## config.mk

```make
export PLATFORM = sky130hd
export DESIGN_NAME = alu_sequencer_flat
export DESIGN_NICKNAME = d
export VERILOG_FILES = /design/src/rtl/alu_sequencer_if.sv /design/src/rtl/alu_sequencer.sv /design/src/flat_wrapper.sv
export SDC_FILE = /design/constraint.sdc
export NUM_CORES = 1
export LEC_CHECK = 0
export ABC_CLOCK_PERIOD_IN_PS = 1800
export BUFFER_PORTS_ARGS = -buffer_cell sky130_fd_sc_hd__buf_2
export CAP_MARGIN = 25
export CORE_ASPECT_RATIO = 2
export CORE_UTILIZATION = 45
export DETAILED_ROUTE_END_ITERATION = 6
export PLACE_DENSITY = 0.66
export SLEW_MARGIN = 10
export SYNTH_ARGS = -nofsm -noshare
export SYNTH_HDL_FRONTEND = slang
export SYNTH_SLANG_ARGS = --single-unit
```

## constraint.sdc

```tcl
create_clock -name clk -period 1.8 [get_ports clk]
set_input_delay 0.36 -clock clk [delete_from_list [all_inputs] [get_ports clk]]
set_output_delay 0.36 -clock clk [all_outputs]
set_load 0.05 [all_outputs]
```

## src/rtl/alu_sequencer_if.sv

```systemverilog
// Command channel into the ALU sequencer: valid/ready handshake plus a
// register-to-register command (opcode, destination, two sources, count).
interface alu_sequencer_if #(
  parameter int unsigned AW = 3,
  parameter int unsigned CW = 4
) ();

  logic          cmd_valid;
  logic          cmd_ready;
  logic [4:0]    cmd_op;
  logic [AW-1:0] cmd_dst;
  logic [AW-1:0] cmd_srca;
  logic [AW-1:0] cmd_srcb;
  logic [CW-1:0] cmd_count;

  // Command issuer
  modport master (
    output cmd_valid,
    output cmd_op,
    output cmd_dst,
    output cmd_srca,
    output cmd_srcb,
    output cmd_count,
    input  cmd_ready
  );

  // Sequencer side
  modport slave (
    input  cmd_valid,
    input  cmd_op,
    input  cmd_dst,
    input  cmd_srca,
    input  cmd_srcb,
    input  cmd_count,
    output cmd_ready
  );

endinterface

```

## src/rtl/alu_sequencer.sv

```systemverilog
// Command sequencer around a 16-bit combinational ALU. Holds the register
// file and the architectural flags, issues one command at a time, iterates
// shift/rotate ops with carry chaining, then writes the result back.
module alu_sequencer #(
  parameter int unsigned W    = 16,
  parameter int unsigned NREG = 8,
  parameter int unsigned AW   = 3,
  parameter int unsigned CW   = 4
) (
  input  logic          clk,
  input  logic          rst_n,
  alu_sequencer_if.slave cmd,
  input  logic          wr_en,
  input  logic [AW-1:0] wr_addr,
  input  logic [W-1:0]  wr_data,
  input  logic [AW-1:0] rd_addr,
  output logic [W-1:0]  rd_data,
  output logic [W-1:0]  alu_a,
  output logic [W-1:0]  alu_b,
  output logic [4:0]    alu_f,
  output logic          alu_cin,
  input  logic [W-1:0]  alu_result,
  input  logic [5:0]    alu_status,
  output logic [5:0]    flags,
  output logic          done,
  output logic          done_err
);

  localparam logic [1:0] StIdle = 2'd0;
  localparam logic [1:0] StExec = 2'd1;
  localparam logic [1:0] StWb   = 2'd2;

  // Flag bit positions
  localparam int unsigned FlC = 5;
  localparam int unsigned FlZ = 4;
  localparam int unsigned FlN = 3;
  localparam int unsigned FlV = 2;
  localparam int unsigned FlP = 1;
  localparam int unsigned FlA = 0;

  logic [1:0]    state_q, state_d;
  logic [4:0]    op_q, op_d;
  logic [AW-1:0] dst_q, dst_d;
  logic [W-1:0]  work_q, work_d;
  logic [W-1:0]  opb_q, opb_d;
  logic [CW-1:0] rem_q, rem_d;
  logic [5:0]    flags_q, flags_d;
  logic          err_q, err_d;
  logic [W-1:0]  regs_q [NREG];

  logic accept;

  function automatic logic is_arith(input logic [4:0] f);
    return (f == 5'b00001) || (f == 5'b00011) || (f[4:2] == 3'b001);
  endfunction

  function automatic logic is_logic(input logic [4:0] f);
    return f[4:2] == 3'b010;
  endfunction

  function automatic logic is_shift(input logic [4:0] f);
    return f[4:3] == 2'b10;
  endfunction

  assign accept = cmd.cmd_valid && (state_q == StIdle);

  // Next-state: command latch in IDLE, per-iteration ALU capture in EXEC
  always_comb begin
    state_d = state_q;
    op_d    = op_q;
    dst_d   = dst_q;
    work_d  = work_q;
    opb_d   = opb_q;
    rem_d   = rem_q;
    flags_d = flags_q;
    err_d   = err_q;
    case (state_q)
      StIdle: begin
        if (accept) begin
          op_d   = cmd.cmd_op;
          dst_d  = cmd.cmd_dst;
          // Regfile q values: a same-edge external write is not seen here
          work_d = regs_q[cmd.cmd_srca];
          opb_d  = regs_q[cmd.cmd_srcb];
          if (is_arith(cmd.cmd_op) || is_logic(cmd.cmd_op)) begin
            err_d   = 1'b0;
            rem_d   = CW'(1);
            state_d = StExec;
          end else if (is_shift(cmd.cmd_op)) begin
            err_d   = 1'b0;
            rem_d   = (cmd.cmd_count == '0) ? CW'(1) : cmd.cmd_count;
            state_d = StExec;
          end else begin
            // Illegal opcode: skip EXEC, flag the completion as an error
            err_d   = 1'b1;
            rem_d   = '0;
            state_d = StWb;
          end
        end
      end
      StExec: begin
        work_d = alu_result;
        rem_d  = rem_q - CW'(1);
        if (is_arith(op_q)) begin
          flags_d = alu_status;
        end else if (is_logic(op_q)) begin
          flags_d[FlC] = 1'b0;
          flags_d[FlZ] = alu_status[FlZ];
          flags_d[FlN] = alu_status[FlN];
          flags_d[FlV] = 1'b0;
          flags_d[FlP] = alu_status[FlP];
        end else if (is_shift(op_q)) begin
          // CF updates every step so multi-step RCL/RCR chain through carry
          flags_d[FlC] = alu_status[FlC];
          flags_d[FlZ] = alu_status[FlZ];
          flags_d[FlN] = alu_status[FlN];
          flags_d[FlP] = alu_status[FlP];
        end
        if (rem_q == CW'(1)) begin
          state_d = StWb;
        end
      end
      StWb: begin
        state_d = StIdle;
      end
      default: begin
        state_d = StIdle;
      end
    endcase
  end

  // Sequencer state registers
  always_ff @(posedge clk or negedge rst_n) begin
    if (!rst_n) begin
      state_q <= StIdle;
      op_q    <= '0;
      dst_q   <= '0;
      work_q  <= '0;
      opb_q   <= '0;
      rem_q   <= '0;
      flags_q <= '0;
      err_q   <= 1'b0;
    end else begin
      state_q <= state_d;
      op_q    <= op_d;
      dst_q   <= dst_d;
      work_q  <= work_d;
      opb_q   <= opb_d;
      rem_q   <= rem_d;
      flags_q <= flags_d;
      err_q   <= err_d;
    end
  end

  // Register file: external load, then writeback so WB wins on a collision
  always_ff @(posedge clk or negedge rst_n) begin
    if (!rst_n) begin
      for (int i = 0; i < NREG; i++) begin
        regs_q[i] <= '0;
      end
    end else begin
      if (wr_en) begin
        regs_q[wr_addr] <= wr_data;
      end
      if ((state_q == StWb) && !err_q) begin
        regs_q[dst_q] <= work_q;
      end
    end
  end

  // Outputs come straight from registers so ALU inputs are stable all cycle
  always_comb begin
    cmd.cmd_ready = (state_q == StIdle);
    rd_data       = regs_q[rd_addr];
    alu_a         = work_q;
    alu_b         = opb_q;
    alu_f         = op_q;
    alu_cin       = flags_q[FlC];
    flags         = flags_q;
    done          = (state_q == StWb);
    done_err      = (state_q == StWb) && err_q;
  end

endmodule

```

## src/flat_wrapper.sv

```systemverilog
// flat-port wrapper written by rule: the top's interface ports become plain ports
module alu_sequencer_flat 
#(
  parameter int unsigned W    = 16,
  parameter int unsigned NREG = 8,
  parameter int unsigned AW   = 3,
  parameter int unsigned CW   = 4
)
  (clk, rst_n, wr_en, wr_addr, wr_data, rd_addr, rd_data, alu_a, alu_b, alu_f, alu_cin, alu_result, alu_status, flags, done, done_err, cmd_cmd_valid, cmd_cmd_op, cmd_cmd_dst, cmd_cmd_srca, cmd_cmd_srcb, cmd_cmd_count, cmd_cmd_ready);
  alu_sequencer_if #(.AW(AW), .CW(CW)) cmd_i ();
  input  logic clk;
  input  logic rst_n;
  input  logic wr_en;
  input  logic [AW-1:0] wr_addr;
  input  logic [W-1:0] wr_data;
  input  logic [AW-1:0] rd_addr;
  output logic [W-1:0] rd_data;
  output logic [W-1:0] alu_a;
  output logic [W-1:0] alu_b;
  output logic [4:0] alu_f;
  output logic alu_cin;
  input  logic [W-1:0] alu_result;
  input  logic [5:0] alu_status;
  output logic [5:0] flags;
  output logic done;
  output logic done_err;
  input wire logic [$bits(cmd_i.cmd_valid)-1:0] cmd_cmd_valid;
  input wire logic [$bits(cmd_i.cmd_op)-1:0] cmd_cmd_op;
  input wire logic [$bits(cmd_i.cmd_dst)-1:0] cmd_cmd_dst;
  input wire logic [$bits(cmd_i.cmd_srca)-1:0] cmd_cmd_srca;
  input wire logic [$bits(cmd_i.cmd_srcb)-1:0] cmd_cmd_srcb;
  input wire logic [$bits(cmd_i.cmd_count)-1:0] cmd_cmd_count;
  output wire logic [$bits(cmd_i.cmd_ready)-1:0] cmd_cmd_ready;
  assign cmd_i.cmd_valid = cmd_cmd_valid;
  assign cmd_i.cmd_op = cmd_cmd_op;
  assign cmd_i.cmd_dst = cmd_cmd_dst;
  assign cmd_i.cmd_srca = cmd_cmd_srca;
  assign cmd_i.cmd_srcb = cmd_cmd_srcb;
  assign cmd_i.cmd_count = cmd_cmd_count;
  assign cmd_cmd_ready = cmd_i.cmd_ready;
  alu_sequencer #(.W(W), .NREG(NREG), .AW(AW), .CW(CW)) u_core (.clk(clk), .rst_n(rst_n), .cmd(cmd_i), .wr_en(wr_en), .wr_addr(wr_addr), .wr_data(wr_data), .rd_addr(rd_addr), .rd_data(rd_data), .alu_a(alu_a), .alu_b(alu_b), .alu_f(alu_f), .alu_cin(alu_cin), .alu_result(alu_result), .alu_status(alu_status), .flags(flags), .done(done), .done_err(done_err));
endmodule
```

==> results by group <==
Yosys
  • Seq cells post-synth: 181
  • Commonest register cell after synthesis: dfrtp_1
  • Sequential fraction of the synthesis area: 0.3940
  • Cell area after synthesis: 11,490 um2
  • Asr flop ratio synth: 1.000
  • Synth Warn #: 0
  • Unique masters post-synth: 47
  • Mapped Avg Cell Area: 11.11 um2
  • Post-Synthesis Cells: 1,035
  • Number of synthesized flops with an enable pin: 0
  • Synth Net Count: 1,103

Clock tree
  • Clock Latency Late Sink: 460 ps
  • CTS sink count: 181
  • CTS buffer count: 17
  • CTS tree: built
  • Worst-case clock buffer depth: 2
  • Root Buffer: clkbuf_16
  • H-tree levels: 4
  • Worst-path clk slew: 70 ps

Die
  • Core box area: 25,030 um2
  • Die Ht: 228.0 um
  • Num ports: 129
  • Die area: 26,230 um2
  • Row Count: 82
  • Initial core utilization: 0.4592
  • Width of the die: 115.0 um

Run status
  • Failing checks: negative setup slack
  • Status: finished, violations left

Setup path
  • Crit path from: u_core.regs_q[113]
  • Crit path DAT: 1810 ps
  • Worst-path fanout max: 2
  • Crit-path cells: mux4_2 -> mux2_4 -> buf_6
  • CP max stage delay: 470 ps
  • Crit path kind: reg2out
  • CP top delay family: multiplexers
  • Bufs and invs on worst path: 1
  • R2R depth: 6
  • Critical Path Stages: 3
  • Req. time, crit path: 1440 ps
  • CP max stage cell: mux4_2
  • R2R setup slack: 50 ps
  • Worst Setup End Kind: output port
  • RR Startpoint: u_core.regs_q[12]
  • Crit start category: flop

Routing
  • Remaining DRCs: 0
  • Wirelength per Cell: 25.31 um
  • Final ANT Viol Nets: 0
  • DR pass1 iterations: 5
  • Routed vias/inst: 6.082
  • Post-Route WL: 40,820 um
  • Via count: 9,810
  • Initial drt markers: 715

Global routing
  • First-pass GRT wire length: 61,550 um
  • Tot GR Track Use: 0.3272
  • Grt ovf: 0
  • Initial antenna violation count: 3
  • Pin count of the biggest net entering global routing: 58
  • Vias in the first global route: 10,250

Power
  • Pwr Density: 1826 nW/um2
  • Peak VDD IR: 1.128 mV
  • P_leak: 0.006536 uW

Finish
  • Area grow syn2layout: 25.39%
  • Final std cells w/o fill: 1,613
  • Fin util: 0.5758
  • Nets@finish: 1,330
  • Layout cells sized above 1: 0.3812
  • Final Cell Area: 14,410 um2

Placed design
  • Placed instance area: 13,370 um2
  • Routability-driven placement congestion ratio: 0.9248
  • Worst slack, placed: -325.3 ps
  • Post-DP HPWL: 27,990 um
  • I/O Buffers: 128
  • Dpl cells: 1,537

Min path
  • Worst min path class: in2reg
  • Hold Crit Depth: 2
  • Hold_sp: alu_status[3]

Job
  • MaxCap Viol Count: 0

Timing
  • Worst setup margin: -369.9 ps
  • Slew Viols, Final: 0
  • Fin crit share: 1.205
  • Fmax: 460.9 MHz
  • RSZ-0062 raised after global routing: yes
  • Worst relative slew slack: 0.6985
  • Worst clock skew: 8.623 ps
  • Min cycle time layout: 2170 ps
  • Final hold vios: 0
  • Hold WS: 119.4 ps
  • Final setup viols: 16
  • Slew of the pin with the lowest slew margin: 439.7 ps
-- layout make-up --
type                       count  area, um2
tap                          336      420.4
timing repair buffer         332       2678
clock buffer                  24      491.7
sequential                   181       4537
fill                        2165      10620
multi-input combinational    726       6170
antenna                        2      5.005
clock inverter                 8      97.59
inverter                       4      15.01
-- routing by layer --
metal	GRT usage	up-vias	part of all wire
met1	0.3326	4860	0.32
met2	0.5550	507	0.53
met5	0	-	0
met3	0.07572	205	0.062
met4	0.2760	0	0.090
li1	-	4238	-
-- path summary, 6_finish.rpt --
path	endpoint
worst max-delay path	rd_data[1]
min in group asynchronous	u_core.regs_q[68]
worst min-delay path	u_core.flags[3]
worst min register to register	u_core.flags[3]
worst max register to register	u_core.alu_b[12]
max in group asynchronous	u_core.alu_b[14]
-- cells in the mapped netlist, drive strengths merged, types with 2 or more instances --
cell / instances / area [um2]
nor4b: 2 / 47.55
a21oi: 148 / 740.7
nor2: 120 / 452.9
nand3: 2 / 10.01
nor3: 3 / 26.28
clkbuf: 30 / 121.4
and4bb: 3 / 37.54
o221ai: 17 / 148.9
mux2i: 177 / 1772
and3: 2 / 12.51
nand2b: 3 / 18.77
dfrtp: 181 / 4529
nor3b: 3 / 27.52
mux2: 28 / 315.3
nand4b: 3 / 26.28
ha: 2 / 25.02
buf: 94 / 621.8
mux4: 80 / 1918
o21ai: 54 / 270.3
nand2: 62 / 235.2
inv: 4 / 15.01
nor2b: 5 / 31.28
-- registers in the layout (all words and copies together) (netlist names) --
name and flops:
u_core.alu_f 5, u_core.rem_q 4, u_core.alu_b 16, u_core.regs_q 128, u_core.state_q 2, u_core.dst_q 3, u_core.err_q 1, u_core.alu_a 16
u_core.flags 6
-- timing repair --
action | 4_1_cts | 5_1_grt
gates resized for setup | 43 | 6
setup buffers | 35 | 6
endpoints found under the setup margin | 19 | 21
hold buffers | 1 | 0
endpoints found under the hold margin | 28 | 0
-- power by group --
part           switching (uW)  leakage (uW)  internal (uW)
Combinational            7680       0.00419           6680
Clock                    1650      0.000282           2180
Sequential               2010       0.00206           6120
-- cells in the final DEF, fill, tap and decap left out, types with 4 or more instances in the layout --
master     instances
mux2_4            16
nand2_1           61
buf_6             18
dfrtp_2            6
nor2b_1            4
mux2i_1          177
dfrtp_1          175
nor2_1           119
mux2_2            11
mux4_2            80
buf_4            171
o221ai_1          17
clkbuf_8           4
inv_1              4
clkbuf_16         17
a21oi_1          147
o21ai_0           37
o21ai_1           17
buf_2            110
buf_12            30
-- per-stage QoR --
stage               power [uW]  setup TNS [ps]
floorplan                16000               0
global placement         20820           -4881
detailed placement       21170           -5173
CTS                      26040           -5805
global route             27520           -6141
finish                   26320           -5577
-- cells by family (layout without fill, tap and decap cells) --
| kind of cell | count (synthesis) | in the layout | synth area share |
|---|---|---|---|
| and+or+nand+nor | 214 | 214 | 0.08447 |
| DFF | 181 | 181 | 0.3940 |
| muxes | 285 | 285 | 0.3484 |
| AOI/OAI and AO/OA | 225 | 225 | 0.1049 |
| buffers and inverters | 128 | 368 | 0.06596 |
| adders and majority gates | 2 | 2 | 0.002177 |
| other | 0 | 2 | 0 |
Note: power is estimated with default switching activity, not from simulation.
